$ cat src/rtl/proxy_pool_arbiter_pkg.sv
// proxy_pool_arbiter_pkg: proxy state encoding, index-width helper and counter width for the proxy pool arbiter
package proxy_pool_arbiter_pkg;
  typedef enum logic [1:0] {FREE = 2'd0, LOAD = 2'd1, COMPUTE = 2'd2} proxy_state_t;
  localparam int DENIED_W = 16;
  function automatic int idx_w(input int n);
    return (n > 1) ? $clog2(n) : 1;
  endfunction
endpackage

$ cat src/rtl/proxy_pool_arbiter_rr_arbiter.sv
// rr_arbiter: pointer-rotated priority select (req in, one-hot gnt, idx, valid out); first req at or after ptr wins
module rr_arbiter
  import proxy_pool_arbiter_pkg::*;
#(
  parameter int N  = 4,
  parameter int IW = idx_w(N)
) (
  input  logic [N-1:0]  req,
  input  logic [IW-1:0] ptr,
  output logic [N-1:0]  gnt,
  output logic [IW-1:0] idx,
  output logic          valid
);
  always_comb begin
    idx = '0;
    for (int i = N - 1; i >= 0; i--)
      if (req[(int'(ptr) + i) % N]) idx = IW'((int'(ptr) + i) % N);
  end
  assign valid = |req;
  assign gnt = valid ? N'(1) << idx : '0;
endmodule

$ cat src/rtl/proxy_pool_arbiter.sv
// proxy_pool_arbiter: round-robin sharing of spare proxy PEs among column recompute controllers
// clk/rst sync active-high; col_req/col_release per column; clear_alloc drops all allocations;
// col_grant/col_proxy_idx per column; proxy_owner/proxy_busy/load_proxy/proxy_matmul per proxy;
// pool_full when all proxies busy; denied_cnt saturating count of blocked cycles
module proxy_pool_arbiter
  import proxy_pool_arbiter_pkg::*;
#(
  parameter int COLS        = 4,
  parameter int NUM_PROXY   = 2,
  parameter int LOAD_CYCLES = 2,
  parameter int CIDX_W      = idx_w(COLS),
  parameter int PIDX_W      = idx_w(NUM_PROXY)
) (
  input  logic                          clk,
  input  logic                          rst,
  input  logic [COLS-1:0]               col_req,
  input  logic [COLS-1:0]               col_release,
  input  logic                          clear_alloc,
  output logic [COLS-1:0]               col_grant,
  output logic [COLS*PIDX_W-1:0]        col_proxy_idx,
  output logic [NUM_PROXY*CIDX_W-1:0]   proxy_owner,
  output logic [NUM_PROXY-1:0]          proxy_busy,
  output logic [NUM_PROXY-1:0]          load_proxy,
  output logic [NUM_PROXY-1:0]          proxy_matmul,
  output logic                          pool_full,
  output logic [DENIED_W-1:0]           denied_cnt
);
  localparam int CNT_W = idx_w(LOAD_CYCLES);
  logic [CIDX_W-1:0]    rr_ptr, win_idx;
  logic [COLS-1:0]      pending, win_gnt, freed_cols;
  logic                 win_valid, alloc;
  logic [PIDX_W-1:0]    free_idx;
  logic [NUM_PROXY-1:0] freeing;
  assign pending   = col_req & ~col_grant;
  assign pool_full = &proxy_busy;
  assign alloc     = win_valid && !pool_full && !clear_alloc;
  rr_arbiter #(.N(COLS), .IW(CIDX_W)) u_rr (
    .req   (pending),
    .ptr   (rr_ptr),
    .gnt   (win_gnt),
    .idx   (win_idx),
    .valid (win_valid)
  );
  always_comb begin
    free_idx = '0;
    for (int i = NUM_PROXY - 1; i >= 0; i--)
      if (!proxy_busy[i]) free_idx = PIDX_W'(i);
  end
  // a column's grant drops on the same edge its proxy returns to FREE
  always_comb begin
    freed_cols = '0;
    for (int i = 0; i < NUM_PROXY; i++)
      if (freeing[i]) freed_cols[proxy_owner[i*CIDX_W +: CIDX_W]] = 1'b1;
  end
  for (genvar p = 0; p < NUM_PROXY; p++) begin : g_proxy
    proxy_state_t      st, st_n;
    logic [CNT_W-1:0]  cnt, cnt_n;
    logic [CIDX_W-1:0] own, own_n;
    logic              relp, relp_n, rel_hit, last;
    assign rel_hit = col_release[own] && st != FREE;
    assign last    = cnt == CNT_W'(LOAD_CYCLES - 1);
    // a release seen during LOAD is held in relp and honoured when LOAD ends
    always_comb begin
      st_n   = st;
      cnt_n  = cnt;
      own_n  = own;
      relp_n = relp;
      case (st)
        FREE: if (alloc && free_idx == PIDX_W'(p)) begin
          st_n   = LOAD;
          cnt_n  = '0;
          own_n  = win_idx;
          relp_n = 1'b0;
        end
        LOAD: begin
          relp_n = relp | rel_hit;
          cnt_n  = last ? '0 : cnt + 1'b1;
          st_n   = last ? (relp_n ? FREE : COMPUTE) : LOAD;
          own_n  = (last && relp_n) ? '0 : own;
        end
        COMPUTE: if (rel_hit) begin
          st_n  = FREE;
          own_n = '0;
        end
        default: st_n = FREE;
      endcase
      if (clear_alloc) begin
        st_n   = FREE;
        cnt_n  = '0;
        own_n  = '0;
        relp_n = 1'b0;
      end
    end
    always_ff @(posedge clk) begin
      if (rst) begin
        st   <= FREE;
        cnt  <= '0;
        own  <= '0;
        relp <= 1'b0;
      end else begin
        st   <= st_n;
        cnt  <= cnt_n;
        own  <= own_n;
        relp <= relp_n;
      end
    end
    assign freeing[p]                        = st != FREE && st_n == FREE;
    assign proxy_busy[p]                     = st != FREE;
    assign load_proxy[p]                     = st == LOAD;
    assign proxy_matmul[p]                   = st == COMPUTE;
    assign proxy_owner[p*CIDX_W +: CIDX_W]   = own;
  end
  always_ff @(posedge clk) begin
    if (rst) begin
      col_grant     <= '0;
      col_proxy_idx <= '0;
      rr_ptr        <= '0;
      denied_cnt    <= '0;
    end else begin
      if (pool_full && |pending && !clear_alloc && denied_cnt != '1) denied_cnt <= denied_cnt + 1'b1;
      col_grant <= clear_alloc ? '0 : (col_grant & ~freed_cols) | (alloc ? win_gnt : '0);
      if (clear_alloc) rr_ptr <= '0;
      else if (alloc) rr_ptr <= (win_idx == CIDX_W'(COLS - 1)) ? '0 : win_idx + 1'b1;
      if (alloc) col_proxy_idx[win_idx*PIDX_W +: PIDX_W] <= free_idx;
    end
  end
endmodule

$ cat config.mk
export PLATFORM = sky130hd
export DESIGN_NAME = proxy_pool_arbiter
export DESIGN_NICKNAME = d
export VERILOG_FILES = /design/src/rtl/proxy_pool_arbiter_pkg.sv /design/src/rtl/proxy_pool_arbiter_rr_arbiter.sv /design/src/rtl/proxy_pool_arbiter.sv
export SDC_FILE = /design/constraint.sdc
export NUM_CORES = 1
export LEC_CHECK = 0
export CAP_MARGIN = 20
export CORE_MARGIN = 2
export CORE_UTILIZATION = 47
export CTS_CLUSTER_SIZE = 30
export DETAILED_ROUTE_END_ITERATION = 6
export PLACE_DENSITY = 0.74
export SETUP_SLACK_MARGIN = 0.15
export SLEW_MARGIN = 20
export SYNTH_ARGS = -nofsm -noshare
export SYNTH_HDL_FRONTEND = slang
export SYNTH_SLANG_ARGS = --single-unit
$ cat constraint.sdc
create_clock -name clk -period 1.9 [get_ports clk]
set_input_delay 0.38 -clock clk [delete_from_list [all_inputs] [get_ports clk]]
set_output_delay 0.38 -clock clk [all_outputs]
set_load 0.02 [all_outputs]
# Word level (Yosys, flattened, before mapping)
# Cells that the tools add are included.
# Widths: inputs -> output; s select.
[totals] reg_bits=38 latchBits=0 ram_bits=0 mem_bits_ro=0 out_inout_bits=35 memories=0
[classes] n_addsub=8 multipliers=0 div_mod_pow=0 order_cmp=8 eq_ne=12 shift=3 muxes=59 n_bitwise=12 reduce_logical=37
[op_table] operator="$mux 2" n=21
[op_table] operator="$neg 2->34" n=1
[op_table] operator="$shift 1x34->4 const A" n=1
[op_table] operator="$shiftx 1x34->4" n=1
[op_table] operator="$pmux 2 s3" n=4
[op_table] operator="$mux 1" n=17
[op_table] operator="$add 16x1->16 const B" n=1
[op_table] operator="$mux 4" n=4
[op_table] operator="$ne 16x16->1 const B" n=1
[op_table] operator="$logic_and 1x1->1" n=15
[op_table] operator="$bmux 1 s2" n=6
[op_table] operator="$lt 3x4->1 const B" n=3
[op_table] operator="$lt 2x3->1 const B" n=3
[op_table] operator="$and 4x4->4" n=2
[op_table] operator="$logic_not 2->1" n=4
[op_table] operator="$ne 2x1->1 const B" n=4
[op_table] operator="$not 4->4" n=2
[op_table] operator="$or 4x4->4" n=2
[op_table] operator="$pmux 1 s2" n=4
[op_table] operator="$reduce_and 4->1" n=2
[op_table] operator="$reduce_bool 2->1" n=4
[op_table] operator="$reduce_or 2->1" n=4
[op_table] operator="$eq 2x2->1 const B" n=3
[op_table] operator="$reduce_and 2->1" n=3
[op_table] operator="15 further kinds" n=27

# Longest topological paths before layout
[depth] word_depth=17 ltp_mapped=9

# Hierarchy
# From an unflattened synthesis, not the netlist that was laid out.
[hier_totals] cells_unflattened=320 hier_area_um2=2568.7
[by_module_without_submodules] mod="proxy_pool_arbiter" instances=1 cells_per_inst=287 area_each_um2=2357.3
[by_module_without_submodules] mod="rr_arbiter" instances=1 cells_per_inst=33 area_each_um2=211.5

# Worst setup path after synthesis
# No wires, ideal clock.
[synth_timing] kind="register -> register" start="reg col_grant[1]" end="reg col_grant[0]" arrival_ns=1.911 required_ns=1.766 setup_slack_ns=-0.145 stages_incl_launch_ff=9 path_cell_list="dfxtp_1 -> nand2b_1 -> a21boi_0 -> o21ai_0 -> and2_1 -> inv_1 -> ha_1 -> a2111oi_0 -> a21oi_1"
[synth_between] elab_chain_cells=17
[synth_lines] item="start, declared" line_no="proxy_pool_arbiter.sv:19" rtl="output logic [COLS-1:0] col_grant,"
[synth_lines] item="start signal, assigned" line_no="proxy_pool_arbiter.sv:121" rtl="col_grant <= clear_alloc ? '0 : (col_grant & ~freed_cols) | (alloc ? win_gnt : '0);"
[synth_lines] item="$not 4->4 *" line_no="proxy_pool_arbiter.sv:34" rtl="assign pending = col_req & ~col_grant;"
[synth_lines] item="$and 4x4->4 *" line_no="proxy_pool_arbiter.sv:34"
[synth_lines] item="$reduce_or 4->1" line_no="proxy_pool_arbiter_rr_arbiter.sv:19" rtl="assign valid = |req;"
[synth_lines] item="$logic_and 1x1->1 (2 in a row)" line_no="proxy_pool_arbiter.sv:36" rtl="assign alloc = win_valid && !pool_full && !clear_alloc;"
[synth_lines] item="$logic_and 1x1->1" line_no="proxy_pool_arbiter.sv:69" rtl="FREE: if (alloc && free_idx == PIDX_W'(p)) begin"
[synth_lines] item="$mux 2" line_no="proxy_pool_arbiter.sv:69"
[synth_lines] item="$pmux 2 s3" line_no="proxy_pool_arbiter.sv:68" rtl="case (st)"
[synth_lines] item="$mux 2" line_no="proxy_pool_arbiter.sv:87" rtl="if (clear_alloc) begin"
[synth_lines] item="$logic_not 2->1" line_no="proxy_pool_arbiter.sv:107" rtl="assign freeing[p] = st != FREE && st_n == FREE;"
[synth_lines] item="$logic_and 1x1->1" line_no="proxy_pool_arbiter.sv:107"
[synth_lines] item="$mux 4" line_no="proxy_pool_arbiter.sv:53" rtl="if (freeing[i]) freed_cols[proxy_owner[i*CIDX_W +: CIDX_W]] = 1'b1;"
[synth_lines] item="$or 4x4->4 (no line)"
[synth_lines] item="$mux 4" line_no="proxy_pool_arbiter.sv:53"
[synth_lines] item="$not 4->4" line_no="proxy_pool_arbiter.sv:121"
[synth_lines] item="$and 4x4->4" line_no="proxy_pool_arbiter.sv:121"
[synth_lines] item="$or 4x4->4 *" line_no="proxy_pool_arbiter.sv:121"
# Mark *: on every way between the ends. The rest lies on a longest branch, timed or not. The select of a mux whose other input is x is not followed.
# A chain may end at the register's enable or synchronous reset.

# Worst setup path in the final report
[layout_timing] start="reg rr_ptr[1]" end="reg col_proxy_idx[3]"
[layout_between] elab_chain_cells=11
[layout_lines] item="start, declared" line_no="proxy_pool_arbiter.sv:29" rtl="logic [CIDX_W-1:0] rr_ptr, win_idx;"
[layout_lines] item="start signal, assigned" line_no="proxy_pool_arbiter.sv:123" rtl="else if (alloc) rr_ptr <= (win_idx == CIDX_W'(COLS - 1)) ? '0 : win_idx + 1'b1;"
[layout_lines] item="$add 2x2->2" line_no="proxy_pool_arbiter_rr_arbiter.sv:17" rtl="if (req[(int'(ptr) + i) % N]) idx = IW'((int'(ptr) + i) % N);"
[layout_lines] item="$bmux 1 s2" line_no="proxy_pool_arbiter_rr_arbiter.sv:17"
[layout_lines] item="$mux 1 (implied by the code) (2 in a row)" line_no="proxy_pool_arbiter_rr_arbiter.sv:17"
[layout_lines] item="$mux 2 (3 in a row)" line_no="proxy_pool_arbiter_rr_arbiter.sv:17"
[layout_lines] item="$mux 2 *" line_no="proxy_pool_arbiter_rr_arbiter.sv:17"
[layout_lines] item="$neg 2->34 *" line_no="proxy_pool_arbiter.sv:124" rtl="if (alloc) col_proxy_idx[win_idx*PIDX_W +: PIDX_W] <= free_idx;"
[layout_lines] item="$shiftx 1x34->4 or $shift 1x34->4 (tied branches)" line_no="proxy_pool_arbiter.sv:124"
[layout_lines] item="$bwmux 4 *" line_no="proxy_pool_arbiter.sv:124"
[layout_lines] item="end signal, assigned by index" line_no="proxy_pool_arbiter.sv:124"
[layout_lines] item="end, declared" line_no="proxy_pool_arbiter.sv:20" rtl="output logic [COLS*PIDX_W-1:0] col_proxy_idx,"
# Marked as above.

==> out/results.tsv <==
metric	value	unit
clk_latency	0.30	ns
antenna_left	0	
reg2reg_slack	-0.01	ns
ys_seq_area_share	31.2	%
chipWidth	76.0	µm
placed_cell_area	3430	µm²
async_flop_share	0	%
grt_antenna_before_repair	0	
first_pass_iters	4	
dp_hpwl	4990	µm
synth-edff-count	0	
period_share	101	%
pwr-share-comb	24.1	%
hold_viol	0	
max-clock-path-buffers	2	
max_clock_freq	523	MHz
tightest_slew	0.372	ns
syn_inst	276	
vias	2669	
switching_share	28.0	%
synth_area_leader_cell	dfxtp_1	
synthXorXnorAreaFrac	1.08	%
startpoint_type	flop	
avgSynthCellArea	8.83	µm²
violations	setup timing	
die_area	5780	µm²
via_per_inst	5.79	
grt_usage	25.6	%
io_buffers	45	
clk_transition_reported_paths	0.08	ns
r2r_cells	9	
drc	0	
syn-cell-area	2440	µm²
finalSetupViolations	1	
htree_levels	2	
clock-sinks	38	
drive_above_1_share	44.0	%
synth.distinct_cells	68	
power.leakage	1.63	nW
cts_inserted_buffers	5	
min_path_type	reg -> reg	
ios	46	
peakVddDrop	0.400	mV
final_cell_mix	buf_4, a21oi_1, nor2_1, dfxtp_1, clkdlybuf4s50_1	
synth_adder_area_share	6.68	%
ys_top_cells_by_area	dfxtp_1, ha_1, a21oi_1, or3_1, nor2_1	
rows	26	
min_period	1.91	ns
clkPwrFrac	35.0	%
place_congestion	0.868	
clock-root-buffer	clkbuf_8	
fin_area	3970	µm²
postCtsHoldBufs	0	
muxShareOfSynthArea	4.37	%
crit_path_max_fanout	3	
switchingPower	0.000552	W
drtIter0Drc	96	
synth_nets	300	
relSlewSlack	75.1	%
slew_violations	0	
tns	-0.0121	ns
area_delta_synth_final	63.1	%
synth_compound_area_share	26.8	%
worstSetupPathType	reg -> reg	
fin_util	78.8	%
status	finished, violations left	
nets	414	
fin_ws	-0.0121	ns
synth_top_family_by_area	compound AO/OA/AOI/OAI gates	
grt_pass1_wl	12200	µm
start_util	48.3	%
postRouteWirelength	7750	µm
synth_top_area_share	31.2	%
num_antenna_cells	0	
intPower	0.00142	W
ys_warn_count	0	
p_seq_share	40.9	%
wire_per_inst	16.8	µm
required	2.14	ns
tritoncts	done	
clock_skew	0.0123	ns
gr-total-overflow	0	
grt_pass1_vias	2567	
rsz0062_at_grt	yes	
yosys.area_share.simple	24.6	%
yosys_most_used_dff	dfxtp_1	
cp-end-kind	flop	
drv_cap	0	
crit_arrival	2.15	ns
grt_max_degree	27	
dieHeight	76.0	µm
synth_seq_cells	38	
coreArea	5040	µm²
whs_path_depth	2	
power-per-cell-area	497	nW/µm²
final_common_cell	buf_4	
## synthesized netlist by cell type (all sizes together), types with 5 or more instances
library cell	number
a2111oi	5
a21o	5
a21oi	28
clkbuf	5
dfxtp	38
ha	13
inv	16
mux2i	5
nand2	18
nand2b	6
nand3	8
nand4	7
nor2	22
nor3	5
o21ai	19
or3	15
## power groups by stage
stage / Combinational (W) / Clock, W / Sequential (W)
2_1_floorplan: 0.000225 / 0 / 0.000834
3_5_place_dp: 0.000370 / 0 / 0.000831
5_1_grt: 0.000503 / 0.000739 / 0.000809
4_1_cts: 0.000425 / 0.000697 / 0.000807
6_report: 0.000477 / 0.000692 / 0.000807
3_3_place_gp: 0.000364 / 0 / 0.000830
## critical path, cell delays in order, from the launching register on
cell	delay, ns
dfxtp_4	0.35
or3b_4	0.40
a21oi_4	0.15
nor3_4	0.07
buf_6	0.13
ha_4	0.22
buf_4	0.13
nor3_2	0.16
nand4_1	0.11
a21oi_1	0.14
## stage by stage
| step | hold WS, ns | setup WS (ns) | power, W | instances |
|---|---|---|---|---|
| 5_1_grt | 0.544 | -0.124 | 0.00205 | 461 |
| 2_1_floorplan | 0.477 | 0.0890 | 0.00106 | 276 |
| 4_1_cts | 0.508 | -0.00530 | 0.00193 | 450 |
| 3_3_place_gp | 0.481 | -0.376 | 0.00119 | 427 |
| 6_report | 0.498 | -0.0121 | 0.00198 | 461 |
| 3_5_place_dp | 0.498 | -0.425 | 0.00120 | 427 |
## repair_timing
item | in CTS | in global routing
resized for setup | 63 | 36
buffers inserted | 15 | 10
pin swaps | 31 | 35
cloned | 0 | 1
setup endpoints to repair | 45 | 43
## flip-flops by register name, summed over array words and instances (netlist names)
| name | count |
|---|---|
| col_grant | 4 |
| col_proxy_idx | 4 |
| denied_cnt | 16 |
| g_proxy.cnt | 2 |
| g_proxy.own | 4 |
| g_proxy.relp | 2 |
| g_proxy.st | 4 |
| rr_ptr | 2 |
## path summary, 6_finish.rpt
path,startpoint,end
worst max-delay path,rr_ptr[1],col_proxy_idx[3]
worst min-delay path,denied_cnt[4],denied_cnt[4]
worst max register to register,rr_ptr[1],col_proxy_idx[3]
worst min register to register,denied_cnt[4],denied_cnt[4]
## layer usage
metal,global-route usage (%),vias up,share of wire (%)
met5,0,-,0
met4,8.00,0,2.9
met3,4.50,23,5.0
met2,44.3,94,50
met1,32.5,1298,42
li1,-,1254,-
## logic make-up after synthesis
group,Yosys count
adder cells (fa/ha/maj),13
XOR/XNOR,3
buffers and inverters,26
AND/OR/NAND/NOR,106
multiplexers,8
AO/OA/AOI/OAI,82
flip-flops,38
## area by class of cell
cell class | instances | area (µm²)
Sequential cell | 38 | 810
Clock buffer | 7 | 76.3
Fill cell | 332 | 1070
Tap cell | 70 | 87.6
Multi-Input combinational cell | 213 | 1880
Inverter | 18 | 80.1
Clock inverter | 1 | 30.0
Timing Repair Buffer | 114 | 1010
Power figures use the tool's default switching activity.
